==> config.mk <==
export PLATFORM = sky130hd
export DESIGN_NAME = keypad_scan_entry
export DESIGN_NICKNAME = d
export VERILOG_FILES = /design/src/rtl/keypad_scan_entry_pkg.sv /design/src/rtl/keypad_matrix_scanner.sv /design/src/rtl/keypad_scan_entry.sv
export SDC_FILE = /design/constraint.sdc
export NUM_CORES = 1
export LEC_CHECK = 0
export ABC_AREA = 1
export CAP_MARGIN = 25
export CORE_ASPECT_RATIO = 2
export CORE_UTILIZATION = 55
export CTS_BUF_LIST = sky130_fd_sc_hd__clkbuf_2
export CTS_CLUSTER_DIAMETER = 120
export DETAILED_ROUTE_END_ITERATION = 6
export GPL_TIMING_DRIVEN = 0
export PLACE_DENSITY = 0.8
export SLEW_MARGIN = 5
export SYNTH_ARGS = -nofsm -noshare
export SYNTH_HDL_FRONTEND = slang
export SYNTH_SLANG_ARGS = --single-unit
export TNS_END_PERCENT = 1
==> constraint.sdc <==
create_clock -name clk -period 2.1 [get_ports clk]
set_input_delay 0.63 -clock clk [delete_from_list [all_inputs] [get_ports clk]]
set_output_delay 0.63 -clock clk [all_outputs]
set_load 0.02 [all_outputs]
==> src/rtl/keypad_scan_entry_pkg.sv <==
// Shared definitions for the keypad scanner and digit-entry logic:
// key codes, scan FSM encoding and the 4x4 key map.
package keypad_scan_entry_pkg;

    localparam logic [3:0] KEY_STAR = 4'hE;
    localparam logic [3:0] KEY_HASH = 4'hF;

    typedef enum logic [1:0] {
        SCAN     = 2'd0,
        DEBOUNCE = 2'd1,
        PRESSED  = 2'd2
    } scan_state_e;

    function automatic logic single_low(input logic [3:0] v);
        return v inside {4'b1110, 4'b1101, 4'b1011, 4'b0111};
    endfunction

    // Index of the single low bit; only meaningful when single_low(v) holds.
    function automatic logic [1:0] low_idx(input logic [3:0] v);
        case (v)
            4'b1101: return 2'd1;
            4'b1011: return 2'd2;
            4'b0111: return 2'd3;
            default: return 2'd0;
        endcase
    endfunction

    function automatic logic [3:0] key_map(input logic [1:0] row, input logic [1:0] col);
        case ({row, col})
            4'h0: return 4'h1;
            4'h1: return 4'h2;
            4'h2: return 4'h3;
            4'h3: return 4'hA;
            4'h4: return 4'h4;
            4'h5: return 4'h5;
            4'h6: return 4'h6;
            4'h7: return 4'hB;
            4'h8: return 4'h7;
            4'h9: return 4'h8;
            4'hA: return 4'h9;
            4'hB: return 4'hC;
            4'hC: return KEY_STAR;
            4'hD: return 4'h0;
            4'hE: return KEY_HASH;
            default: return 4'hD;
        endcase
    endfunction

endpackage

==> src/rtl/keypad_matrix_scanner.sv <==
// Row scanner for a 4x4 active-low keypad: synchroniser, dwell divider,
// press/release debounce FSM and a one-cycle strobe per accepted key.
module keypad_matrix_scanner
    import keypad_scan_entry_pkg::*;
#(
    parameter int SCAN_DIV       = 50000,
    parameter int DEBOUNCE_SCANS = 4
) (
    input  logic       clk_i,
    input  logic       rst_i,
    input  logic [3:0] col_i,
    output logic [3:0] row_o,
    output logic [3:0] key_code_o,
    output logic       key_strobe_o
);

    localparam int DIV_W = (SCAN_DIV > 1) ? $clog2(SCAN_DIV) : 1;
    localparam int CNT_W = $clog2(DEBOUNCE_SCANS + 1);

    logic [3:0]       sync1_q, col_s_q;
    logic [DIV_W-1:0] div_q, div_d;
    scan_state_e      state_q, state_d;
    logic [3:0]       row_q, row_d;
    logic [3:0]       pat_q, pat_d;
    logic [CNT_W-1:0] cnt_q, cnt_d;
    logic [3:0]       code_q, code_d;
    logic             strobe_q, strobe_d;
    logic             tick;
    logic             cnt_done;
    logic [3:0]       row_next;

    assign tick     = (div_q == DIV_W'(SCAN_DIV - 1));
    assign cnt_done = ((cnt_q + CNT_W'(1)) == CNT_W'(DEBOUNCE_SCANS));
    assign row_next = {row_q[2:0], row_q[3]};

    always_ff @(posedge clk_i) begin
        if (rst_i) begin
            sync1_q  <= 4'b1111;
            col_s_q  <= 4'b1111;
            div_q    <= '0;
            state_q  <= SCAN;
            row_q    <= 4'b1110;
            pat_q    <= 4'b1111;
            cnt_q    <= '0;
            code_q   <= 4'h0;
            strobe_q <= 1'b0;
        end else begin
            sync1_q  <= col_i;
            col_s_q  <= sync1_q;
            div_q    <= div_d;
            state_q  <= state_d;
            row_q    <= row_d;
            pat_q    <= pat_d;
            cnt_q    <= cnt_d;
            code_q   <= code_d;
            strobe_q <= strobe_d;
        end
    end

    always_comb begin
        div_d    = tick ? '0 : div_q + DIV_W'(1);
        state_d  = state_q;
        row_d    = row_q;
        pat_d    = pat_q;
        cnt_d    = cnt_q;
        code_d   = code_q;
        strobe_d = 1'b0;
        if (tick) begin
            case (state_q)
                SCAN: begin
                    // Several lows in one row are ambiguous: skip the row.
                    if (single_low(col_s_q)) begin
                        pat_d   = col_s_q;
                        cnt_d   = CNT_W'(1);
                        state_d = DEBOUNCE;
                    end else begin
                        row_d = row_next;
                    end
                end
                DEBOUNCE: begin
                    if (col_s_q == pat_q) begin
                        if (cnt_done) begin
                            state_d  = PRESSED;
                            code_d   = key_map(low_idx(row_q), low_idx(pat_q));
                            strobe_d = 1'b1;
                            cnt_d    = '0;
                        end else begin
                            cnt_d = cnt_q + CNT_W'(1);
                        end
                    end else begin
                        state_d = SCAN;
                        row_d   = row_next;
                        cnt_d   = '0;
                    end
                end
                PRESSED: begin
                    if (col_s_q == 4'b1111) begin
                        if (cnt_done) begin
                            state_d = SCAN;
                            row_d   = row_next;
                            cnt_d   = '0;
                        end else begin
                            cnt_d = cnt_q + CNT_W'(1);
                        end
                    end else begin
                        cnt_d = '0;
                    end
                end
                default: begin
                    state_d = SCAN;
                    cnt_d   = '0;
                end
            endcase
        end
    end

    assign row_o        = row_q;
    assign key_code_o   = code_q;
    assign key_strobe_o = strobe_q;

endmodule

==> src/rtl/keypad_scan_entry.sv <==
// Keypad entry top: scanned key presses shift decimal digits into a
// two-digit entry; '*' clears it and '#' commits it as a 0-99 binary value.
module keypad_scan_entry
    import keypad_scan_entry_pkg::*;
#(
    parameter int SCAN_DIV       = 50000,
    parameter int DEBOUNCE_SCANS = 4
) (
    input  logic       clk,
    input  logic       rst,
    input  logic [3:0] col_in,
    output logic [3:0] row_out,
    output logic [3:0] key_code,
    output logic       key_strobe,
    output logic [6:0] value_out,
    output logic       value_valid
);

    logic [3:0] tens_q, tens_d;
    logic [3:0] units_q, units_d;
    logic [6:0] value_q, value_d;
    logic       vv_q, vv_d;

    keypad_matrix_scanner #(
        .SCAN_DIV       (SCAN_DIV),
        .DEBOUNCE_SCANS (DEBOUNCE_SCANS)
    ) u_scan (
        .clk_i        (clk),
        .rst_i        (rst),
        .col_i        (col_in),
        .row_o        (row_out),
        .key_code_o   (key_code),
        .key_strobe_o (key_strobe)
    );

    always_ff @(posedge clk) begin
        if (rst) begin
            tens_q  <= 4'd0;
            units_q <= 4'd0;
            value_q <= 7'd0;
            vv_q    <= 1'b0;
        end else begin
            tens_q  <= tens_d;
            units_q <= units_d;
            value_q <= value_d;
            vv_q    <= vv_d;
        end
    end

    always_comb begin
        tens_d  = tens_q;
        units_d = units_q;
        value_d = value_q;
        vv_d    = 1'b0;
        if (key_strobe) begin
            if (key_code < 4'd10) begin
                tens_d  = units_q;
                units_d = key_code;
            end else if (key_code == KEY_STAR) begin
                tens_d  = 4'd0;
                units_d = 4'd0;
            end else if (key_code == KEY_HASH) begin
                // tens*10 as shift-add; max 99 fits in 7 bits.
                value_d = {tens_q, 3'b000} + {2'b00, tens_q, 1'b0} + {3'b000, units_q};
                vv_d    = 1'b1;
            end
        end
    end

    assign value_out   = value_q;
    assign value_valid = vv_q;

endmodule

==> impl_metrics.toml <==
[sta]
whs_ns = 0.427
relSlewSlack_pct = 60.5
layout_setup_ws_ns = 0.101
hold_violations = 0
slew_violations = 0
rsz0062_at_grt = "false"
setup_viol = 0
period_share_pct = 95.2
fmax_mhz = 500
timing.setup.tns_ns = 0
tightest_slew_ns = 0.588
fin_crit_ns = 2.00
skew_ns = 0.0152

[clocking]
clockBufferDepth = 2
cts_tree = "done"
clkTransAtPathRegs_ns = 0.16
root_buffer = "clkbuf_2"
cts.sinks = 58
cts_made_buffers = 9
clk_latency_ns = 0.50
h-tree-depth = 3
cts_hold_repair.buffers = 0

[yosys]
ys_types = 34
synth_area_um2 = 3050
netlist.area_leader.share_pct = 38.1
synth_warnings = 0
synth_cells = 426
syn_area_per_cell_um2 = 7.15
ys_seq_elements = 58
synth_nets = 449
seq_area_frac_synth_pct = 38.1
yosysTopAreaCell = "dfxtp_1"
synth.area.top_cells = "dfxtp_1, nand2_1, ha_1"

[pwr]
p_leak_nw = 1.59
peakVddDrop_uv = 575
finalPower_mw = 1.99
powerDensity_nw_per_um2 = 572

[placement]
dp_slack_ns = 0.0205
dp_hpwl_um = 5270
routabilityCongestion = 0.890
port_buffers = 21
dp.cells = 507

[layout]
nets = 482
syn_to_final_growth_pct = 13.9
final_cells = 524
num_antenna_cells = 0
final_common_cell = "nand2_1"
nFillCells = 461
drive_gt1_share_pct = 14.0
layout_common_cells = "nand2_1, dfxtp_1, inv_1"

[critical_path]
r2r_end = "value_out[5]$_SDFFE_PP0P_"
reg2reg_depth = 9
cp.required_ns = 2.51
crit_path_start_kind = "register"
r2r_setup_slack_ns = 0.10
arrival_ns = 2.41
rr_startpoint = "units_q[3]$_SDFFE_PP0P_"
crit_path_end_kind = "register"
path_class = "register to register"
crit_fanout = 3
critPathLaunch = "units_q[3]$_SDFFE_PP0P_"

[worst_hold_path]
holdPathEnd = "u_scan.col_s_q[1]$_SDFF_PP1_"
hold_start = "u_scan.sync1_q[1]$_SDFF_PP1_"
hp-class = "register to register"
hold_path_depth = 1

[route]
drt_iter0_drc = 78
routedWlPerCell_um = 12.8
wl_um = 6700
dr.pass1.iters = 5
drc = 0
drtAntennaViolNets = 0
via_per_inst = 5.34
vias = 2800

[floorplanning]
fp.dieH_um = 107
coreArea_um2 = 5370
die_w_um = 54.6
ios = 23
start_util_pct = 56.7
rows = 38
dieArea_um2 = 5860

[grt]
gr-usage-met1_pct = 20.2
track_usage_pct = 25.7
grt_max_degree = 11
grt_overflow = 0
grt_pass1_wl_um = 10800
top_usage_layer = "met2"
grt_pass1_vias = 2653
grtUsageMet2_pct = 49.1
gr-usage-met3_pct = 5.67
antenna_found_initial = 0

[run_status]
status = "finished clean"

[run]
drv_cap = 0
## worst max path at each step
stage,end,slack (ns),depth (start not counted)
CTS,value_valid,0.0003,1
finish,value_out[5]$_SDFFE_PP0P_,0.10,9
detailed placement,value_out[6]$_SDFFE_PP0P_,0.02,8
global placement,value_out[6]$_SDFFE_PP0P_,0.06,8
global route,u_scan.key_code_o[2]$_SDFFE_PP0P_,0.02,7
floorplan,value_out[6]$_SDFFE_PP0P_,0.18,8
## registers in the layout, summed over array words and instances (netlist names), 3 cells and up
signal and cells:
u_scan.div_q 16, value_out 7, tens_q 4, u_scan.col_s_q 4, u_scan.key_code_o 4, u_scan.pat_q 4, u_scan.row_o 4, u_scan.sync1_q 4
units_q 4, u_scan.cnt_q 3
## power by group
group          leakage (nW)  internal (mW)  switching [mW]  total, mW
clock network        0.0829          0.382           0.407      0.789
registers             0.471           1.11         0.00869       1.12
logic                  1.03         0.0265          0.0476     0.0741
## per-layer routing
layer	wire, um	vias up
li1	-	1446
met1	2370	1287
met2	3900	46
met3	175	21
met4	259	0
met5	0	-
## area by class of cell
type	count	area, um^2	share of cell area (%)
multi-input cells	313	1690	48.6
flip-flops and latches	58	1160	33.5
repair buffers	22	200	5.77
inverters	49	184	5.30
clock inverters	7	83.8	2.42
well taps	60	75.1	2.16
clock buffers	9	45.0	1.30
plain buffers	6	30.0	0.866
## metrics by stage
step                util, %  cell area (um^2)
floorplan                 -              3050
global placement       62.0              3330
detailed placement     62.0              3330
CTS                    64.0              3440
global route           64.6              3470
finish                 64.6              3470
## cells in the mapped netlist
| cell | number |
|---|---|
| or2_0 | 1 |
| nor2_4 | 3 |
| nor2_2 | 9 |
| a31oi_1 | 1 |
| ha_1 | 15 |
| clkinv_1 | 1 |
| inv_2 | 3 |
| o21ai_1 | 1 |
| inv_1 | 45 |
| nor3b_2 | 1 |
| o221ai_1 | 2 |
| nand3_2 | 4 |
| nand2_1 | 113 |
| a21oi_2 | 3 |
| o21ai_0 | 14 |
| dfxtp_1 | 58 |
| clkbuf_1 | 4 |
| o211ai_1 | 4 |
| nand4_1 | 7 |
| nand2_2 | 8 |
| xnor2_1 | 1 |
| nor2_1 | 39 |
| nand3_1 | 29 |
| nor3b_1 | 1 |
| a21oi_1 | 30 |
| or2_2 | 9 |
| o21bai_1 | 2 |
| nand3b_1 | 2 |
| nor3_2 | 2 |
| buf_4 | 2 |
| fa_1 | 2 |
| o31ai_1 | 1 |
| nor3_1 | 8 |
| xor2_1 | 1 |
## logic make-up after synthesis
family	count (synthesis)	share of synthesized area, %
and+or+nand+nor	236	36.0
AOI/OAI and AO/OA	58	10.8
DFF	58	38.1
buffers and inverters	55	7.02
adders and majority gates	17	7.48
xor gates and xnor gates	2	0.575
## timing repair
| action | in CTS | in global routing |
|---|---|---|
| setup endpoints to repair | 16 | 3 |
| setup buffers | 0 | 1 |
| resized for setup | 16 | 7 |
| pin swaps | 0 | 1 |
## critical path, stage by stage, from the launching register on
cell      delay [ns]
dfxtp_1         0.37
fa_1            0.53
buf_4           0.16
ha_1            0.28
nand2_1         0.07
nand2_1         0.05
a21oi_2         0.15
nor2_1          0.06
o221ai_1        0.19
inv_1           0.06
No activity file was read; power rests on OpenSTA's default activity.
